<file path="src/rtl/spi_slave.sv">
// spi_slave: byte-oriented SPI responder. SPI_CLK/SPI_CSN/SPI_MOSI are
// oversampled in the PCLK domain. Words shift MSB first. A one-word TX
// holding register and an RX strobe form the byte interface.
module spi_slave #(
  parameter logic [1:0]        SPI_MODE   = 2'd3,
  parameter int unsigned       DWIDTH     = 8,
  parameter logic [DWIDTH-1:0] TX_DEFAULT = '1
) (
  input  logic              PCLK,
  input  logic              PRESET,
  input  logic [DWIDTH-1:0] DATA_BYTE_IN,
  input  logic              TX_DV,
  output logic              TX_READY,
  output logic              TX_UNDERRUN,
  output logic              RX_DV,
  output logic [DWIDTH-1:0] DATA_BYTE_OUT,
  input  logic              SPI_CLK,
  input  logic              SPI_CSN,
  input  logic              SPI_MOSI,
  output logic              SPI_MISO,
  output logic              SPI_MISO_OE
);

  localparam logic        CPOL = SPI_MODE[1];
  localparam logic        CPHA = SPI_MODE[0];
  localparam int unsigned CNTW = (DWIDTH > 1) ? $clog2(DWIDTH) : 1;

  typedef enum logic [1:0] {RESYNC, IDLE, ACTIVE} state_t;

  state_t            state, next_state;
  logic              sclk_meta, sclk_sync, sclk_d;
  logic              csn_meta, csn_sync, csn_d;
  logic              mosi_meta, mosi_sync;
  logic [1:0]        flush_cnt;
  logic [CNTW-1:0]   bit_cnt;
  logic [DWIDTH-1:0] rx_shift, tx_shift, hold;
  logic              full;
  logic              start, active_sel, load, write;
  logic              lead_edge, trail_edge, sample_edge, shift_edge, csn_fall;

  // Input synchronisers plus one extra stage on SCLK/CSN for edge detection.
  always_ff @(posedge PCLK) begin
    if (PRESET) begin
      sclk_meta <= CPOL;
      sclk_sync <= CPOL;
      sclk_d    <= CPOL;
      csn_meta  <= 1'b1;
      csn_sync  <= 1'b1;
      csn_d     <= 1'b1;
      mosi_meta <= 1'b0;
      mosi_sync <= 1'b0;
    end else begin
      sclk_meta <= SPI_CLK;
      sclk_sync <= sclk_meta;
      sclk_d    <= sclk_sync;
      csn_meta  <= SPI_CSN;
      csn_sync  <= csn_meta;
      csn_d     <= csn_sync;
      mosi_meta <= SPI_MOSI;
      mosi_sync <= mosi_meta;
    end
  end

  assign lead_edge   = (sclk_d == CPOL) && (sclk_sync != CPOL);
  assign trail_edge  = (sclk_d != CPOL) && (sclk_sync == CPOL);
  assign sample_edge = CPHA ? trail_edge : lead_edge;
  assign shift_edge  = CPHA ? lead_edge : trail_edge;
  assign csn_fall    = csn_d & ~csn_sync;
  assign active_sel  = (state == ACTIVE) && !csn_sync;

  // State register, plus a flush counter so RESYNC only trusts csn_sync once
  // the reset values have drained out of the synchroniser (otherwise a CSN
  // that was already low would look like a fresh falling edge).
  always_ff @(posedge PCLK) begin
    if (PRESET) begin
      state     <= RESYNC;
      flush_cnt <= '0;
    end else begin
      state <= next_state;
      if (flush_cnt != 2'd2) flush_cnt <= flush_cnt + 2'd1;
    end
  end

  // Next-state logic; start marks the IDLE->ACTIVE transition.
  always_comb begin
    next_state = state;
    start      = 1'b0;
    case (state)
      RESYNC: if (flush_cnt == 2'd2 && csn_sync) next_state = IDLE;
      IDLE: begin
        if (csn_fall) begin
          next_state = ACTIVE;
          start      = 1'b1;
        end
      end
      ACTIVE: if (csn_sync) next_state = IDLE;
      default: next_state = RESYNC;
    endcase
  end

  assign load  = (!CPHA && start) || (active_sel && shift_edge && bit_cnt == '0);
  assign write = TX_DV & ~full;

  // TX holding register and output shifter.
  always_ff @(posedge PCLK) begin
    if (PRESET) begin
      hold        <= '0;
      full        <= 1'b0;
      tx_shift    <= '0;
      TX_UNDERRUN <= 1'b0;
    end else begin
      TX_UNDERRUN <= load & ~full;
      if (write) hold <= DATA_BYTE_IN;
      full <= load ? write : (full | write);
      if (load) tx_shift <= full ? hold : TX_DEFAULT;
      else if (active_sel && shift_edge) tx_shift <= tx_shift << 1;
    end
  end

  // Receive shifter, bit counter and RX strobe.
  always_ff @(posedge PCLK) begin
    if (PRESET) begin
      bit_cnt       <= '0;
      rx_shift      <= '0;
      DATA_BYTE_OUT <= '0;
      RX_DV         <= 1'b0;
    end else begin
      RX_DV <= 1'b0;
      if (!active_sel) begin
        bit_cnt <= '0;
      end else if (sample_edge) begin
        rx_shift <= {rx_shift[DWIDTH-2:0], mosi_sync};
        if (bit_cnt == CNTW'(DWIDTH-1)) begin
          bit_cnt       <= '0;
          DATA_BYTE_OUT <= {rx_shift[DWIDTH-2:0], mosi_sync};
          RX_DV         <= 1'b1;
        end else begin
          bit_cnt <= bit_cnt + CNTW'(1);
        end
      end
    end
  end

  assign SPI_MISO    = tx_shift[DWIDTH-1];
  assign SPI_MISO_OE = (state == ACTIVE);
  assign TX_READY    = ~full;

endmodule

</file>
<file path="config.mk">
export PLATFORM = sky130hd
export DESIGN_NAME = spi_slave
export DESIGN_NICKNAME = d
export VERILOG_FILES = /design/src/rtl/spi_slave.sv
export SDC_FILE = /design/constraint.sdc
export NUM_CORES = 1
export LEC_CHECK = 0
export BUFFER_PORTS_ARGS = -buffer_cell sky130_fd_sc_hd__buf_2
export CAP_MARGIN = 15
export CELL_PAD_IN_SITES_DETAIL_PLACEMENT = 0
export CELL_PAD_IN_SITES_GLOBAL_PLACEMENT = 1
export CORE_MARGIN = 2
export CORE_UTILIZATION = 25
export CTS_CLUSTER_DIAMETER = 30
export DETAILED_ROUTE_END_ITERATION = 12
export PLACE_DENSITY_LB_ADDON = 0.1
export RECOVER_POWER = 50
export SYNTH_ARGS = -nofsm -noshare
export SYNTH_HDL_FRONTEND = slang
export SYNTH_SLANG_ARGS = --single-unit
</file>
<file path="constraint.sdc">
create_clock -name PCLK -period 1.7 [get_ports PCLK]
set_input_delay 0.34 -clock PCLK [delete_from_list [all_inputs] [get_ports PCLK]]
set_output_delay 0.34 -clock PCLK [all_outputs]
set_load 0.02 [all_outputs]
</file>
==> summary.md <==
The first global-routing pass estimated 7.03 mm of wire. At the worst endpoint, the required time is 1.94 ns. Setup violations remaining at the end of the flow were counted as 0.

Of the total power, registers draw 58.5%. Final hold violation count: 0. The run finished with clean final reports. The critical path data arrival time came out at 1.75 ns. For this run, the total global-route usage over all layers was measured as 10.4%. Summed over all layers, the global routing overflow is 0. The worst setup path is launched from a register. Measured against its own limit, the worst slew margin works out to 38.4%. The switching share of power came out at 24.7%.

Based on the critical path, the design can be clocked at up to 0.662 GHz. Setup repair after global routing left no endpoint under its margin. Synthesis instantiated 26 different standard cells from the library. The post-route netlist has 16.4% of its cells at a drive strength greater than 1. In the layout the commonest cells are 49 x dfxtp_1, 24 x mux2i_1, 19 x nand2b_1. The tools report the number of max-slew violations in the final report as 0. STA classifies the critical path endpoint as a register. Port buffering added 26 buffers. Per report_power, the combinational group accounts for 9.8% of the total.

The die outline width came out at 93.5 µm. The analysis attributes to cell leakage a power of 0.000989 µW. Row generation in the floorplan step produced 32 rows.

Routability-driven placement finished with a final weighted congestion of 0.681. Measured in cells, the most critical reg-to-reg path has a length of 5. The number of stages on the worst hold path was 2; the clock buffer count from CTS was 5.

Clock-pin slew was measured on the worst setup and hold paths at 0.09 ns. The path type of the worst min-delay path was in2reg. Worst clock skew on the final layout: 0.00707 ns. The number of nets in the synthesized netlist is 221. The start-to-end type of the worst setup path was reg2reg. The final worst slack was 0.189 ns. For the clock sink count, the log shows 49. The tools report the residual antenna-violating net count after detailed routing as 0. The detail-routed net length per standard cell is 12.0 µm, and the post-cts hold buffer count is 0.

Averaged over all synthesized cells, the footprint is 9.86 µm². The tree is rooted in a clkbuf_8. Measured along the y axis, the die boundary spans 93.5 µm.

In this run the standard cell core region covers 7730 µm². The leading cell type in the layout, fill and taps excluded is dfxtp_1. The internal power of the cells totals 1590 µW.

In this run, synthesis produced a sequential element count of 49. The number of search-and-repair iterations in the first detailed-routing pass is 4. The logs give 0.000484 V for the worst vdd rail ir drop and 826 for the total of fill cells in the finished design. The share of the Yosys chip area taken by registers is 49.0%.

The logs give 27 for the top-level I/O count and 255 for the net count reported at finish. In the routed layout, each cell is associated on average with a via count of 4.21. The tools report the maximum count of clock buffers along a single path as 2. The number of warnings issued by yosys was 0.

For the detailed placement HPWL, the log shows 2.87 mm. For the final routed database, the setup TNS stands at 0 ns. Summing every instance area after synthesis gives 2000 µm².

The fraction of post-synthesis cell area in the top cell type by area was 49.0%; the number of levels the H-tree was split into was 2. Violation count after the first detailed-route iteration: 19. The tools report the number of antenna violations at the first check in global routing as 0.

The analysis attributes to net switching a power of 522 µW. The starting density of the core is 25.9%, and the clock latency on the worst-skew pair is 0.30 ns. The portion of total power attributed to the clock network is 31.8%, and the maximum net fanout on the critical path is 9.

For the number of buffers added for setup after CTS, the log shows 0. The die covers 8740 µm². The portion of the clock cycle consumed by the worst path in the final layout is 88.9%. At the pin with the least slew margin, the transition time is 0.924 ns. The post-synthesis cell count is 203.

0 antenna diodes ended up in the layout. The number of global-route vias before repair was 1455; the minimum period implied by the final worst setup slack was 1.51 ns. The signed area change from the synthesized netlist to the final layout is 18.2%. Wires add up to 4.09 mm. Max-cap violations in this run came to 0.

The pin count of the biggest net entering global routing was 22; the power density over cell area was 892 nW/µm². The tools report the routed via count as 1431. At the placement stage, the worst setup path has a slack of 0.220 ns. Yosys attributes the largest share of cell area to dfxtp_1 49%, mux2i_1 12%, nand2b_1 5.9%, nor2b_1 4.7%, or4bb_1 3.9%. TritonCTS built the clock tree. The post-cts resize count came out at 0. In the routed design, unresolved DRC markers number 0. Cell type contributing the most total cell area after synthesis: dfxtp_1.
power by group through the flow:
stage	Clock, µW	Combinational (µW)	Sequential [µW]
detailed placement	0	213	1260
global placement	0	209	1260
floorplan	0	162	1250
global route	761	237	1240
CTS	723	214	1240
finish	671	206	1230
stage by stage:
stage / cell area, µm² / util (%) / hold WS, ns / instances / total power (µW)
global route: 2370 / 30.6 / 0.198 / 340 / 2240
global placement: 2310 / 29.8 / 0.392 / 332 / 1470
CTS: 2390 / 30.9 / 0.202 / 340 / 2170
detailed placement: 2310 / 29.8 / 0.394 / 332 / 1480
finish: 2370 / 30.6 / 0.214 / 340 / 2110
floorplan: 2000 / - / 0.389 / 203 / 1410
state kept, by name, indices dropped and copies added (netlist names):
register / flops
csn_sync: 1
sclk_d: 1
tx_shift: 8
csn_meta: 1
flush_cnt: 2
mosi_meta: 1
hold: 8
sclk_meta: 1
csn_d: 1
state: 2
rx_shift: 7
bit_cnt: 3
sclk_sync: 1
TX_UNDERRUN: 1
RX_DV: 1
full: 1
mosi_sync: 1
DATA_BYTE_OUT: 8
critical path, stage by stage (launching register included):
cell      delay [ns]
dfxtp_1         0.34
inv_1           0.06
ha_1            0.30
nand2b_1        0.13
or4_1           0.47
a21oi_1         0.14
worst paths after layout:
kind                            from                  endpoint  slack [ns]
max reg2reg  bit_cnt[0]$_SDFFE_PP0P_  tx_shift[0]$_SDFFE_PP0P_        0.19
min reg2reg      csn_meta$_SDFF_PP1_       csn_sync$_SDFF_PP1_        0.41
min                          SPI_CSN       csn_meta$_SDFF_PP1_        0.21
max          bit_cnt[0]$_SDFFE_PP0P_  tx_shift[0]$_SDFFE_PP0P_        0.19
metal layers:
layer  part of all wire [%]  routed length (µm)  track usage [%]  vias to the layer above
li1                       -                   -                -                      756
met1                     50                2040             13.9                      651
met2                     45                1860             16.1                       17
met3                    3.1                 126             2.66                        7
met4                    1.6                  67             4.04                        0
met5                      0                   0                0                        -
logic make-up (layout without fill, tap and decap cells):
logic type	after synthesis	in the layout	share of synthesized area (%)
AO/OA/AOI/OAI	24	24	7.56
flip-flops	49	49	49.0
multiplexers	24	24	12.0
buffers and inverters	17	52	3.31
adder cells (fa/ha/maj)	4	4	2.50
XOR/XNOR	1	1	0.438
AND/OR/NAND/NOR	84	84	25.2
cell type report:
class,count,area (µm²),share of cell area [%]
flip-flops and latches,49,981,41.4
multi-input cells,137,955,40.3
repair buffers,38,199,8.40
well taps,102,128,5.39
clock buffers,6,72.6,3.07
inverters,6,22.5,0.951
clock inverters,2,10.0,0.423
synth_stat cells:
library cell / n
nor3b_1: 2
nand2_1: 11
nor2b_1: 15
a21oi_1: 6
o21a_1: 1
a211oi_1: 1
inv_1: 6
buf_2: 2
nor3_1: 1
clkbuf_1: 9
nand2b_1: 19
or2_2: 5
or3b_1: 1
mux2i_1: 24
nand3b_1: 1
ha_1: 4
dfxtp_1: 49
nand3_1: 1
o21ai_0: 9
or4bb_1: 7
nor3b_2: 1
or4_1: 1
nor2_4: 1
o2111ai_1: 7
nor2_1: 18
xor2_1: 1
No activity file was read; power rests on OpenSTA's default activity.
